File: src/rtl/pipeline_elastic.sv
// ---------------------------------------------------------------------------
// pipeline_elastic
//   Depth-stage register pipeline with one valid bit per stage and
//   valid/ready flow control. Bubbles collapse: a stage loads whenever it
//   is empty or its contents are moving on, so back-pressure stalls only
//   the full stages nearest the consumer. Depth=0 is a plain wire-through.
//
// Parameters
//   Width  data bits per beat (>=1)
//   Depth  register stages (>=0)
//   CntW   occupancy width, $clog2(Depth+1) (1 bit when Depth=0)
//
// Ports
//   clk        sole clock, all state on posedge
//   rst_n      synchronous reset, active-low
//   in_valid   producer beat valid
//   in_ready   pipeline can accept a beat this cycle
//   in_data    producer data
//   out_valid  last stage holds a beat
//   out_ready  consumer accepts the beat
//   out_data   last stage data
//   occupancy  number of valid stages (always 0 when Depth=0)
//   flush      present only when PIPELINE_ELASTIC_FLUSH_EN is defined:
//              clears every stage valid (data regs hold) and masks
//              in_ready/out_valid in that cycle
//
// Handshake: a beat moves on a side exactly when valid && ready are both
// high at the rising clock edge. valid never waits on ready; ready on the
// input side is combinational from out_ready, while data and valid leave
// the pipeline straight from registers.
// ---------------------------------------------------------------------------
module pipeline_elastic #(
  parameter int Width = 15,
  parameter int Depth = 2,
  localparam int CntW = (Depth == 0) ? 1 : $clog2(Depth + 1)
) (
  input  logic             clk,
  input  logic             rst_n,
`ifdef PIPELINE_ELASTIC_FLUSH_EN
  input  logic             flush,
`endif
  input  logic             in_valid,
  output logic             in_ready,
  input  logic [Width-1:0] in_data,
  output logic             out_valid,
  input  logic             out_ready,
  output logic [Width-1:0] out_data,
  output logic [CntW-1:0]  occupancy
);

  logic flush_i;
`ifdef PIPELINE_ELASTIC_FLUSH_EN
  assign flush_i = flush;
`else
  assign flush_i = 1'b0;
`endif

  if (Depth == 0) begin : g_pass
    // No state: clock and reset are intentionally unused here.
    logic unused_clk_rst;
    assign unused_clk_rst = clk ^ rst_n;

    assign out_valid = in_valid && !flush_i;
    assign in_ready  = out_ready && !flush_i;
    assign out_data  = in_data;
    assign occupancy = '0;
  end else begin : g_pipe
    logic [Depth-1:0] v;
    logic [Depth-1:0] adv;
    logic [Width-1:0] d [Depth];
    logic             accept;

    // adv[i]: stage i hands its beat downstream this cycle. Walk from the
    // consumer end; "room" says whether the next stage down can take a beat.
    always_comb begin
      logic room;
      logic a;
      adv  = '0;
      room = out_ready && !flush_i;
      a    = 1'b0;
      for (int i = Depth - 1; i >= 0; i--) begin
        a      = v[i] && room;
        adv[i] = a;
        room   = !v[i] || a;
      end
    end

    assign in_ready  = (!v[0] || adv[0]) && !flush_i;
    assign accept    = in_valid && in_ready;
    assign out_valid = v[Depth-1] && !flush_i;
    assign out_data  = d[Depth-1];

    always_comb begin
      occupancy = '0;
      for (int i = 0; i < Depth; i++) begin
        occupancy = occupancy + CntW'(v[i]);
      end
    end

    always_ff @(posedge clk) begin
      if (!rst_n) begin
        v <= '0;
        for (int i = 0; i < Depth; i++) begin
          d[i] <= '0;
        end
      end else if (flush_i) begin
        // Drop every in-flight beat; data registers keep their contents.
        v <= '0;
      end else begin
        if (accept) begin
          d[0] <= in_data;
          v[0] <= 1'b1;
        end else if (adv[0]) begin
          v[0] <= 1'b0;
        end
        for (int i = 1; i < Depth; i++) begin
          if (adv[i-1]) begin
            d[i] <= d[i-1];
            v[i] <= 1'b1;
          end else if (adv[i]) begin
            v[i] <= 1'b0;
          end
        end
      end
    end
  end

endmodule

File: config.mk
export PLATFORM = sky130hd
export DESIGN_NAME = pipeline_elastic
export DESIGN_NICKNAME = d
export VERILOG_FILES = /design/src/rtl/pipeline_elastic.sv
export SDC_FILE = /design/constraint.sdc
export NUM_CORES = 1
export LEC_CHECK = 0
export ABC_CLOCK_PERIOD_IN_PS = 2000
export CAP_MARGIN = 15
export CORE_MARGIN = 1
export CORE_UTILIZATION = 46
export CTS_BUF_LIST = sky130_fd_sc_hd__clkbuf_4 sky130_fd_sc_hd__clkbuf_8
export DETAILED_ROUTE_END_ITERATION = 8
export PLACE_DENSITY = 0.77
export SLEW_MARGIN = 10
export SYNTH_ARGS = -nofsm -noshare
export SYNTH_HDL_FRONTEND = slang
export SYNTH_SLANG_ARGS = --single-unit
File: constraint.sdc
create_clock -name clk -period 2 [get_ports clk]
set_clock_uncertainty 0.15 [all_clocks]
set_input_delay 0.2 -clock clk [delete_from_list [all_inputs] [get_ports clk]]
set_output_delay 0.2 -clock clk [all_outputs]
set_load 0.01 [all_outputs]
==> results of run 1 <==
==> through the flow <==
step | area, um2 | hold WS (ps) | util (%)
global placement | 1938 | 415.2 | 57.63
floorplan | 1639 | 173.8 | -
global route | 2018 | 375.2 | 60.01
detailed placement | 1938 | 426.0 | 57.63
finish | 2018 | 383.0 | 60.01
CTS | 2018 | 363.5 | 60.01
==> worst min-delay path, delay by kind of cell <==
family,cells,cell delay [ps]
and+or+nand+nor,2,110
buffers and inverters,1,390
==> worst min-delay path by stage <==
stage,startpoint,endpoint,slack (ps),cells past startpoint
2_1_floorplan,in_valid,g_pipe.v[0],170,1
3_3_place_gp,g_pipe.d[0][5],g_pipe.d[0][20],420,2
3_5_place_dp,g_pipe.d[0][9],g_pipe.d[0][24],430,2
4_1_cts,in_data[10],g_pipe.d[0][10],360,3
5_1_grt,in_data[0],g_pipe.d[0][0],380,3
6_report,in_data[7],g_pipe.d[0][7],380,3
==> kinds of logic (layout without fill, tap and decap cells) <==
family          after synthesis  count (layout)  synth area share (%)
flops                        32              32                 57.54
simple gates                 63              63                 26.17
compound gates                4               4                 1.529
fa+ha+maj                     1               1                0.7650
buf+inv                      29              57                 14.00
==> sequential cells by signal (all words and copies together) (netlist names) <==
register / count
g_pipe.d: 30
g_pipe.v: 2
==> area by class of cell <==
| cell class | count | area, um2 | area share (%) |
|---|---|---|---|
| sequential | 32 | 940.9 | 46.62 |
| clock inverter | 2 | 35.03 | 1.736 |
| multi-input combinational | 68 | 478.0 | 23.68 |
| clock buffer | 6 | 45.04 | 2.232 |
| inverter | 3 | 11.26 | 0.5580 |
| timing repair buffer | 46 | 450.4 | 22.32 |
| tap | 46 | 57.56 | 2.852 |
==> metal layers <==
layer | vias to the layer above | wire, um
li1 | 481 | -
met1 | 457 | 1077
met2 | 29 | 1320
met3 | 4 | 161
met4 | 0 | 45
met5 | - | 0
==> power by group <==
group | switching, mW | internal, mW | total (mW) | leakage (nW)
Clock | 0.215 | 0.275 | 0.491 | 0.0456
Sequential | 0.0149 | 0.787 | 0.802 | 0.340
Combinational | 0.101 | 0.114 | 0.214 | 0.404
==> layout by cell type (no fill, tap or decap), types with 2 or more instances in the layout <==
cell	count
nand2_1	30
buf_4	8
dfxtp_1	2
edfxtp_1	30
o21a_1	2
clkdlybuf4s50_1	37
inv_1	3
clkbuf_4	6
nor3_2	27
nor3_1	2
==> results.py, run 1 <==
metrics = {
    "setup_path": {
        "crit_type": "reg2out",
        "reg2reg_from": "g_pipe.v[0]",
        "r2r.worst_path.cells": 3,
        "crit_slowest_cell": "clkdlybuf4s50_1",
        "worstPathRequired_ps": 1650,
        "worst-path-stages": 3,
        "path_delay_family": "buffers and inverters",
        "end_kind": "output port",
        "cp-startpoint": "g_pipe.v[0]",
        "endpoint": "in_ready",
        "startpoint_type": "flip-flop",
        "reg2reg_slack_ps": 460,
        "crit_arrival_ps": 1560,
        "crit_fanout": 5,
        "path_cells": "and3b_2, inv_1, clkdlybuf4s50_1",
        "crit_buf_inv": 2,
        "slowest_delay_ps": 530,
        "crit-reg2reg-capture": "g_pipe.d[0][23]",
    },
    "synth": {
        "synth-edff-count": 30,
        "synth_cells": 129,
        "synth_top_cells_by_count": "edfxtp_1, nand2_1, nor3_2",
        "ys_seq_area_share_pct": 57.54,
        "synthFlopType": "edfxtp_1",
        "async_reset_ff_share_pct": 0,
        "synth_top_area_cell": "edfxtp_1",
        "synth_cell_types": 19,
        "yosys-top-cells-area": "edfxtp_1, nor3_2, buf_4",
        "postSynthNetCount": 149,
        "yosysTopAreaCellShare_pct": 55.09,
        "syn_avg_cell_area_um2": 12.68,
        "yosys_warnings": 0,
        "syn_area_um2": 1635,
        "ys_seq_elements": 32,
    },
    "route": {
        "drc_errors": 0,
        "vias_per_cell": 4.783,
        "vias": 971,
        "wl_per_cell_um": 12.83,
        "postRouteAntennaNets": 0,
        "first_iter_violations": 33,
        "firstDrtPassIters": 4,
        "finalWirelength_um": 2604,
    },
    "clock_tree": {
        "cts_max_level": 2,
        "clockBufferDepth": 2,
        "root_buffer": "clkbuf_4",
        "numCtsBuffers": 5,
        "cts_tree": "built",
        "cts.sinks": 32,
        "path_clk_slew_ps": 100,
        "cts_resized": 0,
        "clk_latency_ps": 330,
        "hold_buffers": 0,
        "cts_setup_buffers": 0,
    },
    "final_layout": {
        "n_fill_cell": 283,
        "nets": 176,
        "layout-drive-gt1-share_pct": 30.57,
        "fin_cells": 203,
        "synthToLayoutAreaGrowth_pct": 23.41,
        "diodes": 0,
    },
    "floorplan": {
        "fp.coreArea_um2": 3363,
        "row_count": 21,
        "start_util_pct": 48.62,
        "die-area_um2": 3798,
        "fp.dieH_um": 61.63,
        "die_w_um": 61.63,
        "ios": 38,
    },
    "global_routing": {
        "antenna_found_initial": 0,
        "globalRouteMet2Util_pct": 25.81,
        "grt_pass1_vias": 897,
        "grtUsageTotal_pct": 16.26,
        "grt_max_degree": 31,
        "grt-busiest-layer": "met2",
        "grt_pass1_wl_um": 4195,
        "overflow": 0,
        "grt_use_met3_pct": 6.723,
        "met1_usage_pct": 18.81,
    },
    "placed_design": {
        "pre_cts_ws_ps": 137.9,
        "dp_cells": 195,
        "detailed_place_hpwl_um": 1791,
        "place_congestion": 0.7652,
        "io_buffers": 37,
    },
    "pwr": {
        "leakage_nw": 0.7889,
        "power.density_nw_per_um2": 746.8,
        "ir_worst_vdd_mv": 0.5742,
        "p_total_mw": 1.507,
    },
    "timing": {
        "rsz0062_at_grt": "false",
        "max_freq_mhz": 523.8,
        "fin_ws_ps": 90.76,
        "slew_violations": 0,
        "finalCritPeriodShare_pct": 95.46,
        "setup_viol": 0,
        "worst_slew_pin_slew_ps": 326.9,
        "hold_viol": 0,
        "relSlewSlack_pct": 78.21,
        "finalSetupTns_ps": 0,
        "fin_crit_ps": 1909,
    },
    "hold_path": {
        "hold_path_class": "in2reg",
    },
    "status": {
        "status": "finished, final reports clean",
    },
    "job": {
        "maxCapViolCount": 0,
    },
}
Power figures use the tool's default switching activity.
==> run 2: changes to the inputs <==
--- a/config.mk
+++ b/config.mk
@@ -7,11 +7,13 @@
 export LEC_CHECK = 0
 export ABC_CLOCK_PERIOD_IN_PS = 2000
 export CAP_MARGIN = 15
+export CELL_PAD_IN_SITES_DETAIL_PLACEMENT = 0
+export CELL_PAD_IN_SITES_GLOBAL_PLACEMENT = 1
 export CORE_MARGIN = 1
-export CORE_UTILIZATION = 46
+export CORE_UTILIZATION = 37
 export CTS_BUF_LIST = sky130_fd_sc_hd__clkbuf_4 sky130_fd_sc_hd__clkbuf_8
 export DETAILED_ROUTE_END_ITERATION = 8
-export PLACE_DENSITY = 0.77
+export PLACE_DENSITY_LB_ADDON = 0.1
 export SLEW_MARGIN = 10
 export SYNTH_ARGS = -nofsm -noshare
 export SYNTH_HDL_FRONTEND = slang
==> run 2 against run 1 <==
Fmax up 4.8%. Non-clock buffer count stayed put. Flip-flop and latch count stayed put. Sequential share of layout area fell by 0.14 points. Via count shrank 2.1%. Final area increased by 0.31%. Clock power down 4%. Highest routed layer unchanged. Routed wire length fell by 2.5%. Utilization shrank 11 points.
==> results.py, run 2 (same netlist as run 1, synthesis figures left out) <==
metrics = {
    "clock_tree": {
        "cts_setup_buffers": 0,
        "cts_max_level": 2,
        "hold_buffers": 0,
        "numCtsBuffers": 5,
        "clk_latency_ps": 280,
        "root_buffer": "clkbuf_8",
        "cts.sinks": 32,
        "cts_tree": "built",
        "cts_resized": 0,
        "clockBufferDepth": 2,
        "path_clk_slew_ps": 70,
    },
    "floorplan": {
        "row_count": 23,
        "fp.coreArea_um2": 4115,
        "start_util_pct": 39.74,
        "ios": 38,
        "die-area_um2": 4690,
        "fp.dieH_um": 68.48,
        "die_w_um": 68.48,
    },
    "timing": {
        "hold_viol": 0,
        "rsz0062_at_grt": "false",
        "fin_ws_ps": 177.6,
        "slew_violations": 0,
        "fin_crit_ps": 1822,
        "relSlewSlack_pct": 84.48,
        "max_freq_mhz": 548.7,
        "finalSetupTns_ps": 0,
        "setup_viol": 0,
        "worst_slew_pin_slew_ps": 232.8,
        "finalCritPeriodShare_pct": 91.12,
    },
    "setup_path": {
        "worstPathRequired_ps": 1650,
        "crit_type": "reg2out",
        "crit-reg2reg-capture": "g_pipe.d[0][29]",
        "r2r.worst_path.cells": 4,
        "cp-startpoint": "g_pipe.v[0]",
        "reg2reg_from": "g_pipe.v[0]",
        "crit_arrival_ps": 1470,
        "end_kind": "output port",
        "endpoint": "in_ready",
        "crit_fanout": 5,
        "reg2reg_slack_ps": 440,
        "startpoint_type": "flip-flop",
    },
    "pwr": {
        "p_total_mw": 1.486,
        "leakage_nw": 0.7885,
        "ir_worst_vdd_mv": 0.2885,
        "power.density_nw_per_um2": 734.3,
    },
    "global_routing": {
        "grt_pass1_wl_um": 4229,
        "antenna_found_initial": 0,
        "overflow": 0,
        "grt_max_degree": 31,
        "grt_pass1_vias": 915,
        "grtUsageTotal_pct": 13.25,
    },
    "route": {
        "drc_errors": 0,
        "vias_per_cell": 4.617,
        "finalWirelength_um": 2538,
        "vias": 951,
        "firstDrtPassIters": 4,
        "postRouteAntennaNets": 0,
        "wl_per_cell_um": 12.32,
        "first_iter_violations": 55,
    },
    "final_layout": {
        "final_cell_mix": "clkdlybuf4s50_1, nand2_1, edfxtp_1",
        "diodes": 0,
        "top_register": "g_pipe.d",
        "largest_reg_flops": 30,
        "layout-drive-gt1-share_pct": 30.13,
        "stdcell_area_um2": 2024,
        "synthToLayoutAreaGrowth_pct": 23.79,
        "nets": 176,
        "final_common_cell": "clkdlybuf4s50_1",
        "reg.largest.list": "g_pipe.d (30), g_pipe.v (2)",
    },
    "placed_design": {
        "detailed_place_hpwl_um": 1778,
        "pre_cts_ws_ps": 167.3,
        "postPlaceCellArea_um2": 1943,
        "place_congestion": 0.7145,
        "io_buffers": 37,
    },
    "job": {
        "maxCapViolCount": 0,
    },
    "status": {
        "status": "finished, final reports clean",
    },
    "hold_path": {
        "hold_path_class": "in2reg",
    },
}
==> run 2: changes by cell type in the layout (fill, tap and decap cells not counted), sizes merged <==
| cell | before | now |
|---|---|---|
| bufinv | 1 | 0 |
==> run 2: critical path, cell delays in order (launching register included) <==
cell,delay (ps)
dfxtp_1,370
and3b_2,250
inv_1,50
clkdlybuf4s50_1,530
==> run 2: layer usage <==
layer | global-route usage [%] | part of all wire (%) | up-vias
met3 | 3.667 | 4.5 | 8
met4 | 9.375 | 2.8 | 0
li1 | - | - | 481
met5 | 0 | 0 | -
met1 | 15.04 | 44 | 432
met2 | 21.32 | 49 | 30
==> run 2: layout make-up <==
type / count / area, um2
tap: 50 / 62.56
inverter: 3 / 11.26
fill: 384 / 2091
clock buffer: 6 / 76.32
multi-input combinational: 68 / 478.0
timing repair buffer: 46 / 450.4
clock inverter: 1 / 5.005
sequential: 32 / 940.9
==> run 2: worst min-delay path by stage <==
stage	endpoint	cells after the start	slack [ps]	startpoint
global route	g_pipe.d[0][3]	3	440	in_data[3]
CTS	g_pipe.d[0][13]	3	430	in_data[13]
floorplan	g_pipe.v[0]	1	170	in_valid
global placement	g_pipe.d[0][20]	2	430	g_pipe.d[0][5]
detailed placement	g_pipe.d[0][19]	2	430	g_pipe.d[0][4]
finish	g_pipe.d[0][11]	3	430	in_data[11]
==> run 2: metrics by stage <==
step | instances | hold WS (ps) | util [%]
CTS | 206 | 427.7 | 49.19
detailed placement | 199 | 432.7 | 47.22
finish | 206 | 432.4 | 49.19
floorplan | 129 | 173.8 | -
global placement | 199 | 425.6 | 47.22
global route | 206 | 442.9 | 49.19
==> run 2: power breakdown <==
part | internal, mW | total [mW] | switching, mW
sequential | 0.789 | 0.804 | 0.0150
clock | 0.250 | 0.473 | 0.223
combinational | 0.112 | 0.210 | 0.0976
total | 1.15 | 1.49 | 0.336
==> run 3: changes to the inputs <==
--- a/config.mk
+++ b/config.mk
@@ -14,7 +14,9 @@
 export CTS_BUF_LIST = sky130_fd_sc_hd__clkbuf_4 sky130_fd_sc_hd__clkbuf_8
 export DETAILED_ROUTE_END_ITERATION = 8
 export PLACE_DENSITY_LB_ADDON = 0.1
+export RECOVER_POWER = 100
 export SLEW_MARGIN = 10
 export SYNTH_ARGS = -nofsm -noshare
 export SYNTH_HDL_FRONTEND = slang
 export SYNTH_SLANG_ARGS = --single-unit
+export TNS_END_PERCENT = 100
==> run 3 against run 2 <==
Via count grew 1.5%. Final area shrank 7.4%. Utilization shrank 3.6 points. Total power shrank 2.0%. Non-clock buffer count is the same. Flip-flop and latch count is the same. Largest power group unchanged.
==> results.py, run 3 (same netlist as run 1, synthesis figures left out) <==
metrics = {
    "timing": {
        "worst_slew_pin_slew_ps": 399.2,
        "rsz0062_at_grt": "false",
        "finalCritPeriodShare_pct": 92.89,
        "setup_viol": 0,
        "relSlewSlack_pct": 73.39,
        "hold_viol": 0,
        "fin_ws_ps": 142.2,
        "fin_crit_ps": 1858,
        "slew_violations": 0,
        "max_freq_mhz": 538.3,
        "hold_ws_ps": 425.3,
        "finalSetupTns_ps": 0,
    },
    "setup_path": {
        "crit_type": "reg2out",
        "end_kind": "output port",
        "startpoint_type": "flip-flop",
        "slowest_delay_ps": 610,
        "path_delay_family": "buffers and inverters",
        "path_cells": "ha_1, dlygate4sd3_1",
        "crit_arrival_ps": 1510,
        "worstPathRequired_ps": 1650,
        "crit_slowest_cell": "dlygate4sd3_1",
        "crit_fanout": 5,
        "crit_buf_inv": 1,
    },
    "global_routing": {
        "grtUsageTotal_pct": 13.25,
        "grt_max_degree": 31,
        "grt_pass1_vias": 915,
        "overflow": 0,
        "grt_pass1_wl_um": 4229,
        "antenna_found_initial": 0,
    },
    "placed_design": {
        "place_congestion": 0.7145,
        "pre_cts_ws_ps": 167.3,
        "detailed_place_hpwl_um": 1778,
        "io_buffers": 37,
        "postPlaceCellArea_um2": 1943,
    },
    "clock_tree": {
        "cts_resized": 0,
        "cts.sinks": 32,
        "clockBufferDepth": 2,
        "clk_latency_ps": 280,
        "cts_max_level": 2,
        "root_buffer": "clkbuf_8",
        "cts_tree": "built",
        "hold_buffers": 0,
        "path_clk_slew_ps": 60,
        "cts_setup_buffers": 0,
        "numCtsBuffers": 5,
    },
    "final_layout": {
        "stdcell_area_um2": 1876,
        "final_cell_mix": "nand2_1, edfxtp_1, nor3_1",
        "synthToLayoutAreaGrowth_pct": 14.69,
        "final_core_util_pct": 45.58,
        "nets": 176,
        "diodes": 0,
        "top_register": "g_pipe.d",
        "layout-drive-gt1-share_pct": 10.90,
        "largest_reg_flops": 30,
        "reg.largest.list": "g_pipe.d (30), g_pipe.v (2)",
    },
    "status": {
        "status": "finished, final reports clean",
    },
    "floorplan": {
        "fp.coreArea_um2": 4115,
        "die_w_um": 68.48,
        "die-area_um2": 4690,
        "ios": 38,
        "row_count": 23,
        "fp.dieH_um": 68.48,
        "start_util_pct": 39.74,
    },
    "route": {
        "vias": 965,
        "first_iter_violations": 57,
        "postRouteAntennaNets": 0,
        "drc_errors": 0,
        "firstDrtPassIters": 4,
        "vias_per_cell": 4.684,
        "finalWirelength_um": 2604,
        "wl_per_cell_um": 12.64,
    },
    "job": {
        "maxCapViolCount": 0,
    },
    "hold_path": {
        "hold_path_class": "in2reg",
    },
    "pwr": {
        "leakage_nw": 0.7355,
        "power.density_nw_per_um2": 777.0,
        "ir_worst_vdd_mv": 0.2846,
    },
}
[run 3: metrics by stage]
stage          total power, mW  std cells
6_report                 1.457        206
5_1_grt                  1.531        206
4_1_cts                  1.510        206
3_5_place_dp             1.033        199
3_3_place_gp             1.030        199
2_1_floorplan           0.9477        129
[run 3: metal layers]
metal  global-route usage, %  part of all wire [%]  vias up
met5                       0                     0        -
met3                   3.667                   4.8        8
met4                   9.375                   2.8        0
li1                        -                     -      482
met1                   15.04                    45      443
met2                   21.32                    47       32
[run 3: where the power goes]
group	internal (mW)	leakage (nW)	switching, mW	total, mW
Combinational	0.0937	0.351	0.0871	0.181
Clock	0.250	0.0445	0.224	0.474
Sequential	0.789	0.340	0.0140	0.803
Total	1.13	0.735	0.325	1.46
[run 3: layout make-up]
type | instances | area (um2)
fillers | 408 | 2240
flip-flops and latches | 32 | 940.9
repair buffers | 46 | 431.7
multi-input cells | 68 | 347.8
clock buffers | 6 | 76.32
well taps | 50 | 62.56
inverters | 3 | 11.26
clock inverters | 1 | 5.005
[run 3: final timing paths]
check	slack, ps	cells after the start	startpoint	endpoint
setup / recovery	140	2	g_pipe.v[0]	occupancy[1]
hold / removal	430	3	in_data[11]	g_pipe.d[0][11]
setup reg to reg	210	4	g_pipe.v[0]	g_pipe.d[0][5]
hold reg to reg	450	2	g_pipe.d[0][3]	g_pipe.d[0][18]
[run 3: worst register-to-register path, cell delays in order (launching register included)]
cell      delay [ps]
dfxtp_1          370
and3b_1          230
clkbuf_1         160
o21ai_0          210
clkbuf_1         330
